===== src/rtl/cpu_controller.sv =====
// Multi-cycle fetch/decode/execute sequencer for the 8-bit accumulator CPU.
// Outputs are a Mealy decode of the state, the IR opcode, the flags and mem_ack.
module cpu_controller (
  input  logic       clk,
  input  logic       rst,
  input  logic [3:0] opcode,
  input  logic       zero_flag,
  input  logic       carry_flag,
  input  logic       mem_ack,
  output logic [1:0] pc_sel,
  output logic       ir_ld,
  output logic       mem_req,
  output logic       mem_we,
  output logic       addr_sel,
  output logic [1:0] alu_op,
  output logic       alu_imm,
  output logic       rf_we,
  output logic       wb_sel,
  output logic       flags_ld,
  output logic       halted,
  output logic       illegal
);

  typedef enum logic [2:0] {
    S_FETCH, S_DECODE, S_ALU, S_MEM, S_BRANCH, S_HALT
  } state_e;

  localparam logic [3:0] OP_NOP  = 4'b0000;
  localparam logic [3:0] OP_LW   = 4'b1001;
  localparam logic [3:0] OP_SW   = 4'b1010;
  localparam logic [3:0] OP_JMP  = 4'b1011;
  localparam logic [3:0] OP_BZ   = 4'b1100;
  localparam logic [3:0] OP_BC   = 4'b1101;
  localparam logic [3:0] OP_HALT = 4'b1110;
  localparam logic [3:0] OP_ILL  = 4'b1111;

  state_e     state_q, state_d;
  logic [3:0] op_m1;

  assign op_m1 = opcode - 4'd1;

  always_ff @(posedge clk) begin
    if (rst) state_q <= S_FETCH;
    else     state_q <= state_d;
  end

  always_comb begin
    state_d  = state_q;
    pc_sel   = 2'b00;
    ir_ld    = 1'b0;
    mem_req  = 1'b0;
    mem_we   = 1'b0;
    addr_sel = 1'b0;
    alu_op   = 2'b00;
    alu_imm  = 1'b0;
    rf_we    = 1'b0;
    wb_sel   = 1'b0;
    flags_ld = 1'b0;
    halted   = 1'b0;
    illegal  = 1'b0;
    // Reset overrides decode so nothing leaks out of an abandoned instruction.
    if (!rst) begin
      unique case (state_q)
        S_FETCH: begin
          mem_req = 1'b1;
          if (mem_ack) begin
            ir_ld   = 1'b1;
            pc_sel  = 2'b01;
            state_d = S_DECODE;
          end
        end
        S_DECODE: begin
          unique case (opcode)
            OP_NOP:                state_d = S_FETCH;
            OP_ILL: begin
              illegal = 1'b1;
              state_d = S_FETCH;
            end
            OP_LW, OP_SW:          state_d = S_MEM;
            OP_JMP, OP_BZ, OP_BC:  state_d = S_BRANCH;
            OP_HALT:               state_d = S_HALT;
            default:               state_d = S_ALU;
          endcase
        end
        S_ALU: begin
          rf_we    = 1'b1;
          flags_ld = 1'b1;
          alu_op   = op_m1[1:0];
          alu_imm  = op_m1[2];
          state_d  = S_FETCH;
        end
        S_MEM: begin
          mem_req  = 1'b1;
          addr_sel = 1'b1;
          mem_we   = (opcode == OP_SW);
          if (mem_ack) begin
            rf_we   = (opcode == OP_LW);
            wb_sel  = (opcode == OP_LW);
            state_d = S_FETCH;
          end
        end
        S_BRANCH: begin
          if ((opcode == OP_JMP) || (opcode == OP_BZ && zero_flag) ||
              (opcode == OP_BC && carry_flag))
            pc_sel = 2'b10;
          state_d = S_FETCH;
        end
        S_HALT: halted = 1'b1;
        default: state_d = S_FETCH;
      endcase
    end
  end

endmodule


===== config.mk =====
export PLATFORM = sky130hd
export DESIGN_NAME = cpu_controller
export DESIGN_NICKNAME = d
export VERILOG_FILES = /design/src/rtl/cpu_controller.sv
export SDC_FILE = /design/constraint.sdc
export NUM_CORES = 1
export LEC_CHECK = 0
export CAP_MARGIN = 15
export CELL_PAD_IN_SITES_DETAIL_PLACEMENT = 0
export CELL_PAD_IN_SITES_GLOBAL_PLACEMENT = 1
export CORE_MARGIN = 2
export CORE_UTILIZATION = 24
export CTS_CLUSTER_SIZE = 8
export DETAILED_ROUTE_END_ITERATION = 7
export PLACE_DENSITY = 0.78
export SYNTH_ARGS = -nofsm -noshare
export SYNTH_HDL_FRONTEND = slang
export SYNTH_SLANG_ARGS = --single-unit
export TNS_END_PERCENT = 30

===== constraint.sdc =====
create_clock -name clk -period 1.3 [get_ports clk]
set_input_delay 0.26 -clock clk [delete_from_list [all_inputs] [get_ports clk]]
set_output_delay 0.26 -clock clk [all_outputs]
set_load 0.01 [all_outputs]

* After elaboration in Yosys (flattened, before gate mapping) *
Index checks and enable logic that the tools add are counted.

storage, ports and cells
  flip-flop bits (word level) = 3
  input port bits = 9
  output and inout bits = 14
  logic and storage cells = 61

cells by class
  add/subtract/negate cells = 1
  equal/unequal tests = 14
  mux-type cells = 33
  bitwise logic cells = 1
  reductions and logical operators = 11

operators with widths
  kind                                                  number
  equality test 4 bit (second input constant)           7
  case mux 3 bit (4 select lines)                       2
  2-to-1 mux 1 bit                                      23
  2-to-1 mux 2 bit                                      4
  equality test 3 x 2 -> 1 bit (second input constant)  2
  equality test 3 bit (second input constant)           2
  2-to-1 mux 3 bit                                      2
  OR reduction 2 bit                                    3
  zero test 4 bit                                       1
  inequality test 2 bit (second input constant)         2
  case mux 2 bit (2 select lines)                       1
  equality test 3 x 1 -> 1 bit (second input constant)  1
  zero test 3 bit                                       1
  AND reduction 3 bit                                   1
  OR reduction 3 bit                                    1
  subtractor 3 x 1 -> 3 bit (second input constant)     1
  logical AND 1 bit                                     2
  logical OR 1 bit                                      2
  case mux 1 bit (2 select lines)                       1
  inverter 1 bit                                        1

* Longest topological paths before layout *
  depth in word-level cells = 7
  mapped depth = 5
  mapped depth without buffers = 5

* Least setup slack after synthesis *
No wires, ideal clock.

  path kind = flip-flop to output port
  start = register state_q[0]
  end = output port pc_sel[0]
  data arrival time = 1.271 ns
  required time = 1.040 ns
  slack = -0.231 ns
  cell stages (with the launch flop) = 5
  buffers on the path = 2
  cells stage by stage = dfxtp_1 -> clkbuf_2 -> nor2_1 -> nor4bb_1 -> buf_4

between the ends
  cells in the longest elaborated chain, start to end = 3
  elaborated cells between the ends (all ways) = 4
  classes of those cells = eq/ne (1); mux (2); reduce/logical (1)

RTL lines
  item                                                    line  text
  start, declared                                         37    state_e state_q, state_d;
  start signal, assigned                                  44    else state_q <= state_d;
  equality test 3 bit or zero test 3 bit (tied branches)  63    unique case (state_q)
  case mux 2 bit (2 select lines) *                       63
  2-to-1 mux 2 bit *                                      62    if (!rst) begin
  end, declared                                           10    output logic [1:0] pc_sel,

Every way passes the cells marked *; elsewhere a longest branch is shown, timed or not.

* Final worst setup path *
  start = register state_q[0]
  end = output port pc_sel[1]

Same word-level chain as after synthesis.

==> metrics.cfg <==
[run_status]
status=finished, violations left
violations=negative setup slack

[synth]
synth_top_area_share_pct=13.6
yosysTopAreaCell=ha_1
syn-instance-count=59
netlist_top_cells_count=ha_1, nor2_1, inv_1
yosys_warnings=0
avgSynthCellArea_um2=7.78
ys_ff_latch=3
ys_async_sr_fraction_pct=0
synth_nets=73
ys.flop_type=dfxtp_1
synth_area_um2=459
synth_edf_count=0
ys_types=34
yosysSeqAreaShare_pct=13.1
synth.area.top_cells=ha_1, dfxtp_1, buf_6

[layout]
fillCellCount=175
area_growth_pct=114
num_antenna_cells=0
final_nets=122
stdcell_area_um2=981
multiInputGateArea_um2=447
final-instance-count-excl-fill=132
final_util_pct=55.6
drive_gt1_share_pct=68.2
regArea_um2=68.8
largest_reg_flops=3
biggestRegsByFlops=state_q: 3 flops
max_flop_register=state_q

[placement]
detailed_place_hpwl_um=1140
place_inst=122
port_buffers=22
placed_cell_area_um2=848
gp_congestion=0.795

[clock_tree]
clk_path_buf_depth=2
root_buffer=clkbuf_4
clk_latency_ns=0.24
cts_tree=built
numCtsBuffers=3
numClockSinks=3
cts_max_level=1
path_clk_slew_ns=0.04

[grt]
first_global_vias=590
overflow=0
grt_pass1_wl_um=2420
antenna_found_initial=0
met2_usage_pct=29.3
top_usage_layer=met2
grt_max_degree=8
grtUsageMet1_pct=16.3
track_usage_pct=15.1
use_met3_pct=2.26

[detailed_routing]
drt_iter0_markers=5
dr.pass1.iters=3
wl_per_cell_um=12.0
drc_errors=0
num_vias=616
viasPerCell=4.67
drt_wl_total_um=1580
ant_nets=0

[floorplanning]
fp.dieArea_um2=2280
coreArea_um2=1760
chipHeight_um=47.7
start_util_pct=26.0
placementRows=15
pin_count=23
die_width_um=47.7

[setup_path]
crit_family=flip-flops
critPathLaunchType=register
cp.required_ns=1.04
path_cells=nor2_4 -> buf_6 -> nand4_1 -> a21oi_1 -> buf_2
crit_buf_inv=2
worstPathArrival_ns=1.24
cp_slowest_stage_delay_ns=0.36
crit_type=register to output port
cp_slowest_cell=dfxtp_4
end_kind=output port
cp_max_fo=4

[worst_hold_path]
hp-class=primary input to register

[timing]
max_freq_ghz=0.668
finalClockSkew_ns=0.00463
slew_headroom_pct=86.2
tns_ns=-1.11
hold_viol_final=0
period_share_pct=115
worstMarginPinSlew_ns=0.206
finalCriticalPeriod_ns=1.50
drv_slew=0
setup_violations=13
holdWs_ns=0.477
rsz0062_at_grt=yes
worst_slack_ns=-0.197

[power_and_ir_drop]
p_sw_uw=158
combPwrFrac_pct=45.6
p_clk_share_pct=33.5
p_int_uw=348
irDropWorstVdd_mv=0.203
powerDensity_nw_per_um2=515
seqPwrFrac_pct=20.9
swShare_pct=31.2
power.leakage_uw=0.000473

[flow_run]
max_cap_violations=0

-- final timing paths --
check / startpoint / slack, ns / cells after the start / to
worst min register to register: state_q[1] / 0.60 / 2 / state_q[2]
worst max-delay path: state_q[0] / -0.20 / 5 / pc_sel[1]
worst min-delay path: rst / 0.48 / 3 / state_q[0]
worst max register to register: state_q[2] / 0.06 / 4 / state_q[0]
-- area by class of cell --
type / instances / share of cell area [%]
Multi-Input combinational cell: 47 / 45.5
Timing Repair Buffer: 49 / 39.8
Sequential cell: 3 / 7.02
Tap cell: 25 / 3.19
Clock buffer: 4 / 2.68
Inverter: 4 / 1.79
-- through the flow --
step / total power, uW / setup WS [ns]
after floorplan: 194 / -0.00936
after global placement: 294 / -0.884
after detailed placement: 297 / -0.898
after CTS: 484 / -0.181
after global routing: 541 / -0.244
final: 505 / -0.197
-- metal layers --
| layer | share of wire, % | wire length (um) |
|---|---|---|
| met5 | 0 | 0 |
| met4 | 1.0 | 16 |
| met3 | 4.5 | 71 |
| met2 | 54 | 853 |
| met1 | 40 | 640 |
-- logic make-up (layout without fill, tap and decap cells) --
family | after synthesis | in the layout | share of synthesized area [%]
and+or+nand+nor | 29 | 29 | 41.1
AOI/OAI and AO/OA | 10 | 10 | 14.4
buffers and inverters | 9 | 57 | 12.0
adders and majority gates | 5 | 5 | 13.6
xor gates and xnor gates | 3 | 3 | 5.72
DFF | 3 | 3 | 13.1
-- worst register-to-register path, delay by kind of cell, from the launching register on --
| kind | cells | cell delay, ns |
|---|---|---|
| buffers and inverters | 1 | 0.14 |
| AO/OA/AOI/OAI | 1 | 0.18 |
| flip-flops | 1 | 0.32 |
| AND/OR/NAND/NOR | 2 | 0.51 |
-- power by group through the flow --
stage | Sequential (uW) | Clock (uW) | Combinational [uW]
finish | 106 | 169 | 230
global route | 107 | 185 | 249
CTS | 106 | 173 | 206
detailed placement | 104 | 0 | 192
global placement | 104 | 0 | 190
floorplan | 99.7 | 0 | 94.0
-- repair_timing --
action	in CTS	in global routing
setup endpoints to repair	17	16
gates cloned	0	0
resized for setup	97	17
hold buffers	0	0
buffers inserted	2	4
pin swaps	12	5
-- layout by cell type, fill, tap and decap left out, drive strengths merged --
master	count
xnor2	2
o21a	1
ha	5
buf	44
nand4	1
nor2	5
a311oi	1
dlygate4sd2	1
nor2b	1
clkdlybuf4s50	2
and4	1
nor3b	3
nor3	3
a211oi	1
nand2b	3
or4b	1
a31oi	2
nand3	2
inv	4
o21ai	2
clkdlybuf4s15	1
nor4bb	1
or3b	1
clkbuf	5
a22oi	1
and2	1
o211ai	1
a21oi	1
nand2	1
and2b	2
and3	2
xor2	1
dfxtp	3
or2	1
Power figures use the tool's default switching activity.
